### src/rtl/pipe_seq_pkg.sv
// Shared types and widths for the pipeline sequencer.
// Used by pipe_sequencer and sat_counter.
package pipe_seq_pkg;
    localparam int STATE_W = 2;
    localparam int CNT_W   = 16;

    typedef enum logic [STATE_W-1:0] {
        ST_RUN    = 2'd0,
        ST_DRAIN  = 2'd1,
        ST_HALTED = 2'd2
    } seq_state_e;
endpackage

### src/rtl/pipe_sequencer_sat_counter.sv
// Saturating up-counter with enable and async active-low clear.
// Holds at all-ones instead of wrapping.
module sat_counter
    import pipe_seq_pkg::*;
#(
    parameter int WIDTH = CNT_W
) (
    input  logic             clk,
    input  logic             rst_n,
    input  logic             en,
    output logic [WIDTH-1:0] cnt
);
    logic [WIDTH-1:0] r_cnt;

    // Count enabled cycles, sticking at the maximum value
    always_ff @(posedge clk or negedge rst_n) begin
        if (!rst_n) begin
            r_cnt <= '0;
        end else if (en && (r_cnt != '1)) begin
            r_cnt <= r_cnt + 1'b1;
        end
    end

    assign cnt = r_cnt;
endmodule

### src/rtl/pipe_sequencer.sv
// Pipeline stall/flush/halt sequencer with optional perf counters.
// Define PIPE_SEQ_PERF_EN to build the stall/flush/freeze counters.
module pipe_sequencer
    import pipe_seq_pkg::*;
#(
    parameter int DRAIN_CYCLES = 3
) (
    input  logic             clk,
    input  logic             rst,
    input  logic             load_use_haz,
    input  logic             br_taken,
    input  logic             hlt_id,
    input  logic             mem_req,
    input  logic             mem_ack,
    output logic             pc_we,
    output logic             if_id_we,
    output logic             id_ex_we,
    output logic             ex_mem_we,
    output logic             mem_wb_we,
    output logic             if_id_flush,
    output logic             id_ex_flush,
    output logic             halted,
    output logic [CNT_W-1:0] stall_cnt,
    output logic [CNT_W-1:0] flush_cnt,
    output logic [CNT_W-1:0] freeze_cnt
);
    localparam int DW = (DRAIN_CYCLES < 1) ? 1 : $clog2(DRAIN_CYCLES + 1);
    localparam logic [DW-1:0] DRAIN_INIT = DW'(DRAIN_CYCLES);

    seq_state_e    r_state;
    logic [DW-1:0] r_drain;
    logic          r_halted;

    logic w_freeze;
    logic w_run;
    logic w_run_br;
    logic w_run_lu;
    logic w_run_hlt;

    // Freeze is independent of state; events only act in unfrozen RUN
    assign w_freeze  = mem_req & ~mem_ack;
    assign w_run     = (r_state == ST_RUN) & ~w_freeze;
    assign w_run_br  = w_run & br_taken;
    assign w_run_lu  = w_run & ~br_taken & load_use_haz;
    assign w_run_hlt = w_run & ~br_taken & ~load_use_haz & hlt_id;

    // Stage enables and bubbles are zero-latency from state and inputs
    always_comb begin
        pc_we       = 1'b0;
        if_id_we    = 1'b0;
        id_ex_we    = 1'b0;
        ex_mem_we   = 1'b0;
        mem_wb_we   = 1'b0;
        if_id_flush = 1'b0;
        id_ex_flush = 1'b0;
        if (!w_freeze) begin
            case (r_state)
                ST_RUN: begin
                    pc_we     = ~w_run_lu;
                    if_id_we  = ~w_run_lu;
                    id_ex_we  = 1'b1;
                    ex_mem_we = 1'b1;
                    mem_wb_we = 1'b1;
                    if_id_flush = w_run_br;
                    id_ex_flush = w_run_br | w_run_lu;
                end
                ST_DRAIN: begin
                    id_ex_we    = 1'b1;
                    ex_mem_we   = 1'b1;
                    mem_wb_we   = 1'b1;
                    id_ex_flush = 1'b1;
                end
                default: ;
            endcase
        end
    end

    // Sequencer FSM: RUN -> DRAIN -> HALTED, frozen cycles hold everything
    always_ff @(posedge clk or negedge rst) begin
        if (!rst) begin
            r_state  <= ST_RUN;
            r_drain  <= '0;
            r_halted <= 1'b0;
        end else if (!w_freeze) begin
            case (r_state)
                ST_RUN: begin
                    if (w_run_hlt) begin
                        if (DRAIN_CYCLES == 0) begin
                            r_state  <= ST_HALTED;
                            r_halted <= 1'b1;
                        end else begin
                            r_state <= ST_DRAIN;
                            r_drain <= DRAIN_INIT;
                        end
                    end
                end
                ST_DRAIN: begin
                    if ((r_drain == DW'(1)) || (r_drain == '0)) begin
                        r_state  <= ST_HALTED;
                        r_drain  <= '0;
                        r_halted <= 1'b1;
                    end else begin
                        r_drain <= r_drain - 1'b1;
                    end
                end
                default: ;
            endcase
        end
    end

    assign halted = r_halted;

`ifdef PIPE_SEQ_PERF_EN
    sat_counter #(.WIDTH(CNT_W)) u_stall_cnt (
        .clk   (clk),
        .rst_n (rst),
        .en    (w_run_lu),
        .cnt   (stall_cnt)
    );

    sat_counter #(.WIDTH(CNT_W)) u_flush_cnt (
        .clk   (clk),
        .rst_n (rst),
        .en    (w_run_br),
        .cnt   (flush_cnt)
    );

    sat_counter #(.WIDTH(CNT_W)) u_freeze_cnt (
        .clk   (clk),
        .rst_n (rst),
        .en    (w_freeze),
        .cnt   (freeze_cnt)
    );
`else
    assign stall_cnt  = '0;
    assign flush_cnt  = '0;
    assign freeze_cnt = '0;
`endif
endmodule

### config.mk
export PLATFORM = sky130hd
export DESIGN_NAME = pipe_sequencer
export DESIGN_NICKNAME = d
export VERILOG_FILES = /design/src/rtl/pipe_seq_pkg.sv /design/src/rtl/pipe_sequencer_sat_counter.sv /design/src/rtl/pipe_sequencer.sv
export SDC_FILE = /design/constraint.sdc
export NUM_CORES = 1
export LEC_CHECK = 0
export CAP_MARGIN = 20
export CORE_UTILIZATION = 33
export DETAILED_ROUTE_END_ITERATION = 7
export GPL_TIMING_DRIVEN = 0
export PLACE_DENSITY = 0.83
export REMOVE_ABC_BUFFERS = 1
export SKIP_LAST_GASP = 1
export SYNTH_ARGS = -nofsm -noshare
export SYNTH_HDL_FRONTEND = slang
export SYNTH_HIERARCHICAL = 1
export SYNTH_SLANG_ARGS = --single-unit
export TNS_END_PERCENT = 20
### constraint.sdc
create_clock -name clk -period 4 [get_ports clk]
set_input_delay 0.8 -clock clk [delete_from_list [all_inputs] [get_ports clk]]
set_output_delay 0.8 -clock clk [all_outputs]
set_load 0.01 [all_outputs]
# ---- After elaboration in Yosys (flattened, before gate mapping)
# Cells that the tools add are included.
dict set report totals {
  ff_bits 5
  in_bits 7
  output_inout_bits 56
  wordCells 43
}
dict set report op_classes {
  addsub 1
  eq_ne 4
  mux 14
  bitwise_logic 13
  reduce_logical 8
}
# op n
set op_table {}
lappend op_table {{2-bit 2-to-1 mux} 4}
lappend op_table {{2-bit case mux with 2 select lines} 2}
lappend op_table {{1-bit bitwise AND} 7}
lappend op_table {{1-bit 2-to-1 mux} 7}
lappend op_table {{3-bit AND reduction} 2}
lappend op_table {{1-bit inverter} 5}
lappend op_table {{2-bit by 1-bit equality test with 1-bit output, second input constant} 2}
lappend op_table {{2-bit logical NOT} 2}
lappend op_table {{2-bit != test, second input constant} 2}
lappend op_table {{4-bit AND reduction} 1}
lappend op_table {{1-bit case mux with 2 select lines} 1}
lappend op_table {{2-bit nonzero test} 1}
lappend op_table {{2-bit OR reduction} 1}
lappend op_table {{2-bit by 1-bit subtractor with 2-bit output, second input constant} 1}
lappend op_table {{1-bit logical OR} 1}
lappend op_table {{1-bit bitwise OR} 1}

# ---- Longest topological paths before layout
dict set report logic_depth {
  ltp_word 9
  depth_mapped 5
  depth_no_buf 3
}

# ---- Least setup slack after synthesis
# Ideal clock, no wire load.
dict set report synth_path {
  path_type {input-to-output}
  startpoint {input mem_req}
  endpoint {output pc_we}
  arrival_time_ps 1812
  required_ps 3200
  setup_slack_ps 1388
  path_stages 5
  path_buffers 2
  cell_sequence {nor2b_4 -> or2_1 -> buf_2 -> nor3_1 -> buf_4}
}
dict set report synth_via {
  elab_chain_cells 8
}
# item line_no
set synth_lines {}
lappend synth_lines {{start: declaration} pipe_sequencer.sv:13} ;# input logic mem_req,
lappend synth_lines {{1-bit bitwise AND (*)} pipe_sequencer.sv:41} ;# assign w_freeze = mem_req & ~mem_ack;
lappend synth_lines {{1-bit inverter (no source line)} n/a}
lappend synth_lines {{1-bit bitwise AND} pipe_sequencer.sv:42} ;# assign w_run = (r_state == ST_RUN) & ~w_freeze;
lappend synth_lines {{1-bit bitwise AND (2 in series)} pipe_sequencer.sv:44} ;# assign w_run_lu = w_run & ~br_taken & load_use_haz;
lappend synth_lines {{1-bit inverter} n/a}
lappend synth_lines {{1-bit 2-to-1 mux} n/a}
lappend synth_lines {{1-bit 2-to-1 mux (*)} n/a}
lappend synth_lines {{end: declaration} pipe_sequencer.sv:15} ;# output logic pc_we,
# Mark *: on every way between the ends. The rest lies on a longest branch, timed or not.

# ---- Worst setup path after layout
dict set report layout_path {
  startpoint {input mem_ack}
  endpoint {output if_id_we}
}
dict set report layout_via {
  elab_chain_cells 9
}
# item line_no
set layout_lines {}
lappend layout_lines {{start: declaration} pipe_sequencer.sv:14} ;# input logic mem_ack,
lappend layout_lines {{1-bit inverter (*)} pipe_sequencer.sv:41}
lappend layout_lines {{1-bit bitwise AND (*)} pipe_sequencer.sv:41}
lappend layout_lines {{1-bit inverter (no source line)} n/a}
lappend layout_lines {{1-bit bitwise AND} pipe_sequencer.sv:42}
lappend layout_lines {{1-bit bitwise AND (2 in series)} pipe_sequencer.sv:44}
lappend layout_lines {{1-bit inverter} pipe_sequencer.sv:60} ;# if_id_we = ~w_run_lu;
lappend layout_lines {{1-bit 2-to-1 mux} pipe_sequencer.sv:57} ;# case (r_state)
lappend layout_lines {{1-bit 2-to-1 mux (*)} pipe_sequencer.sv:56} ;# if (!w_freeze) begin
lappend layout_lines {{end: declaration} pipe_sequencer.sv:16} ;# output logic if_id_we,
# Marks and branches as above.

==> results.py <==
metrics = {
    "floorplan": {
        "die-area_mm2": 0.002260,
        "die_width_um": 47.54,
        "initial_utilization_pct": 34.89,
        "die_h_um": 47.54,
        "row_count": 16,
        "core_area_mm2": 0.001962,
        "pin_count": 63,
    },
    "final_layout": {
        "seqCellArea_um2": 125.1,
        "final_layout_size_suffix_gt1_share_pct": 9.783,
        "fill_cells": 208,
        "multi_input_area_um2": 332.8,
        "area_growth_pct": -2.559,
        "layout.nets": 100,
        "antenna_cells": 0,
    },
    "cts": {
        "clk_pin_slew_ps": 40,
        "clkLatencyLatePin_ps": 240,
        "cts_max_path_buffers": 2,
        "cts_resized": 0,
        "cts_tree": "yes",
        "root_buffer": "clkbuf_4",
        "ctsHtreeMaxLevel": 1,
        "cts_hold_buf": 0,
        "post_cts_buffers": 0,
        "cts_sinks": 5,
        "cts_buffers": 3,
    },
    "grt": {
        "grt_use_total_pct": 7.232,
        "grt_antenna_before_repair": 0,
        "grt_pass1_wl_um": 1090,
        "grt_pass1_vias": 284,
        "grt_overflow": 0,
        "grt_max_degree": 9,
    },
    "worst_setup_path": {
        "r2r-end": "r_drain[0]",
        "cp_max_fo": 6,
        "worstSetupStartpointType": "primary input",
        "crit_arrival_ps": 2550,
        "rr_startpoint": "r_state[1]",
        "crit_path_end": "if_id_we",
        "regToRegSetupSlack_ps": 2840,
        "endpoint_kind": "primary output",
        "ff2ff_path_depth": 2,
        "cp-startpoint": "mem_ack",
        "worstPathRequired_ps": 3200,
        "critical_path_class": "primary input to primary output",
    },
    "route": {
        "routed_wl_um": 850,
        "first_pass_iters": 2,
        "ant_nets": 0,
        "wl_per_cell_um": 7.143,
        "drtIter0Drc": 5,
        "dr_total_vias": 392,
        "avgViaCountPerCell": 3.294,
        "drc_errors": 0,
    },
    "power": {
        "power_frac_seq_pct": 34.0,
        "finalPower_mw": 0.2425,
        "comb_power_share_pct": 42.5,
        "ir_worst_vdd_v": 0.0001686,
        "power_leakage_nw": 0.3335,
        "switching_share_pct": 39.35,
        "p_per_area_mw_per_mm2": 363.6,
        "p_sw_mw": 0.09541,
        "internal_power_mw": 0.1471,
        "power_frac_clock_pct": 23.5,
    },
    "placed_design": {
        "place_ws_ps": 657.2,
        "dp_hpwl_um": 733.9,
        "gp_congestion": 0.6150,
        "port_buffers": 14,
    },
    "synthesis": {
        "syn_area_um2": 684.4,
        "synth_area_leaders": "buf_4, dfrtp_1, or2_1",
        "synth_cells": 80,
        "ys_ff_latch": 5,
        "yosysTopAreaCell": "buf_4",
        "synth.avg_cell_area_um2": 8.555,
        "yosysSeqAreaShare_pct": 18.28,
        "yosysTopAreaCellShare_pct": 57.04,
        "synth_cell_type_count": 20,
        "yosysWarnings": 6,
    },
    "sta": {
        "fmax_mhz": 298.8,
        "grt_setup_unrepaired": "no",
        "fin_skew_ps": 5.717,
        "fin_crit_sh_pct": 83.67,
        "timing.final.hold_violations": 0,
        "layout_setup_ws_ps": 653.4,
        "whs_ps": 464.1,
        "setup_viol": 0,
        "drv_slew": 0,
        "min_period_ps": 3347,
        "fin_setup_tns_ps": 0,
    },
    "run_status": {
        "status": "completed",
    },
    "hold_path": {
        "hp-class": "register to register",
        "worstHoldStart": "halted",
    },
    "flow_run": {
        "max_cap_violations": 0,
    },
}
==> area by class of cell <==
cell class / count / area share [%]
Tap cell: 27 / 5.066
Clock inverter: 1 / 0.7505
Clock buffer: 3 / 3.377
Inverter: 2 / 1.126
Sequential cell: 5 / 18.76
Timing Repair Buffer: 14 / 21.01
Multi-Input combinational cell: 67 / 49.91
==> flip-flops by register name, indices dropped and copies added (netlist names) <==
| name | count |
|---|---|
| r_state | 2 |
| halted | 1 |
| r_drain | 2 |
==> synthesized netlist by cell type <==
cell type and count:
buf_4 52, dfrtp_1 5, nor3_1 3, or2_1 3, inv_1 2, a211oi_1 1, a221oi_2 1, a2bb2oi_1 1
and2b_2 1, buf_2 1, conb_1 1, nand2b_1 1, nor2_1 1, nor2b_4 1, nor3_2 1, nor3b_1 1
nor3b_2 1, o22a_1 1, o31ai_1 1, or3b_1 1
==> worst min path at each step <==
stage	endpoint	slack (ps)	cells past startpoint
after CTS	halted	470	1
after global placement	halted	460	1
final	halted	460	1
after detailed placement	halted	460	1
after floorplan	halted	500	0
after global routing	halted	510	1
==> layout by cell type (no fill, tap or decap) <==
cell	count
a211oi_1	1
a221oi_2	1
a2bb2oi_1	1
and2b_2	1
clkbuf_4	3
clkdlybuf4s50_1	14
clkinv_2	1
conb_1	48
dfrtp_1	5
inv_1	2
nand2b_1	1
nor2_1	1
nor2b_4	1
nor3_1	3
nor3_2	1
nor3b_1	1
nor3b_2	1
o22a_1	1
o31ai_1	1
or2_1	3
or3b_1	1
==> logic make-up after synthesis <==
kind of cell,after synthesis,share of synthesized area [%]
buffers and inverters,55,58.87
other,1,0.5479
flip-flops,5,18.28
AND/OR/NAND/NOR,14,15.36
AO/OA/AOI/OAI,5,6.948
==> stage by stage <==
step	instance area (um2)	instances	utilization, %
global route	666.9	119	33.99
finish	666.9	119	33.99
detailed placement	639.4	115	32.59
floorplan	465.4	74	-
CTS	666.9	119	33.99
global placement	639.4	115	32.59
==> per-layer routing <==
layer	wire length [um]	global-route usage [%]	vias to the layer above	part of all wire, %
met3	106	4.906	0	12
met4	0	3.333	0	0
met1	312	5.734	175	37
li1	-	-	179	-
met5	0	0	-	0
met2	431	13.42	38	51
==> power by group through the flow <==
stage	clock (mW)	sequential (mW)	combinational (mW)
3_3_place_gp	0	0.0814	0.0985
2_1_floorplan	0	0.0806	0.0599
4_1_cts	0.0599	0.0824	0.103
6_report	0.0570	0.0824	0.103
3_5_place_dp	0	0.0833	0.103
5_1_grt	0.0653	0.0856	0.115
==> worst max-delay path: stages <==
cell and delay (ps):
clkdlybuf4s50_1 500, nor2b_4 60, or2_1 310, nor3_1 280, clkdlybuf4s50_1 590
Power figures use the tool's default switching activity.
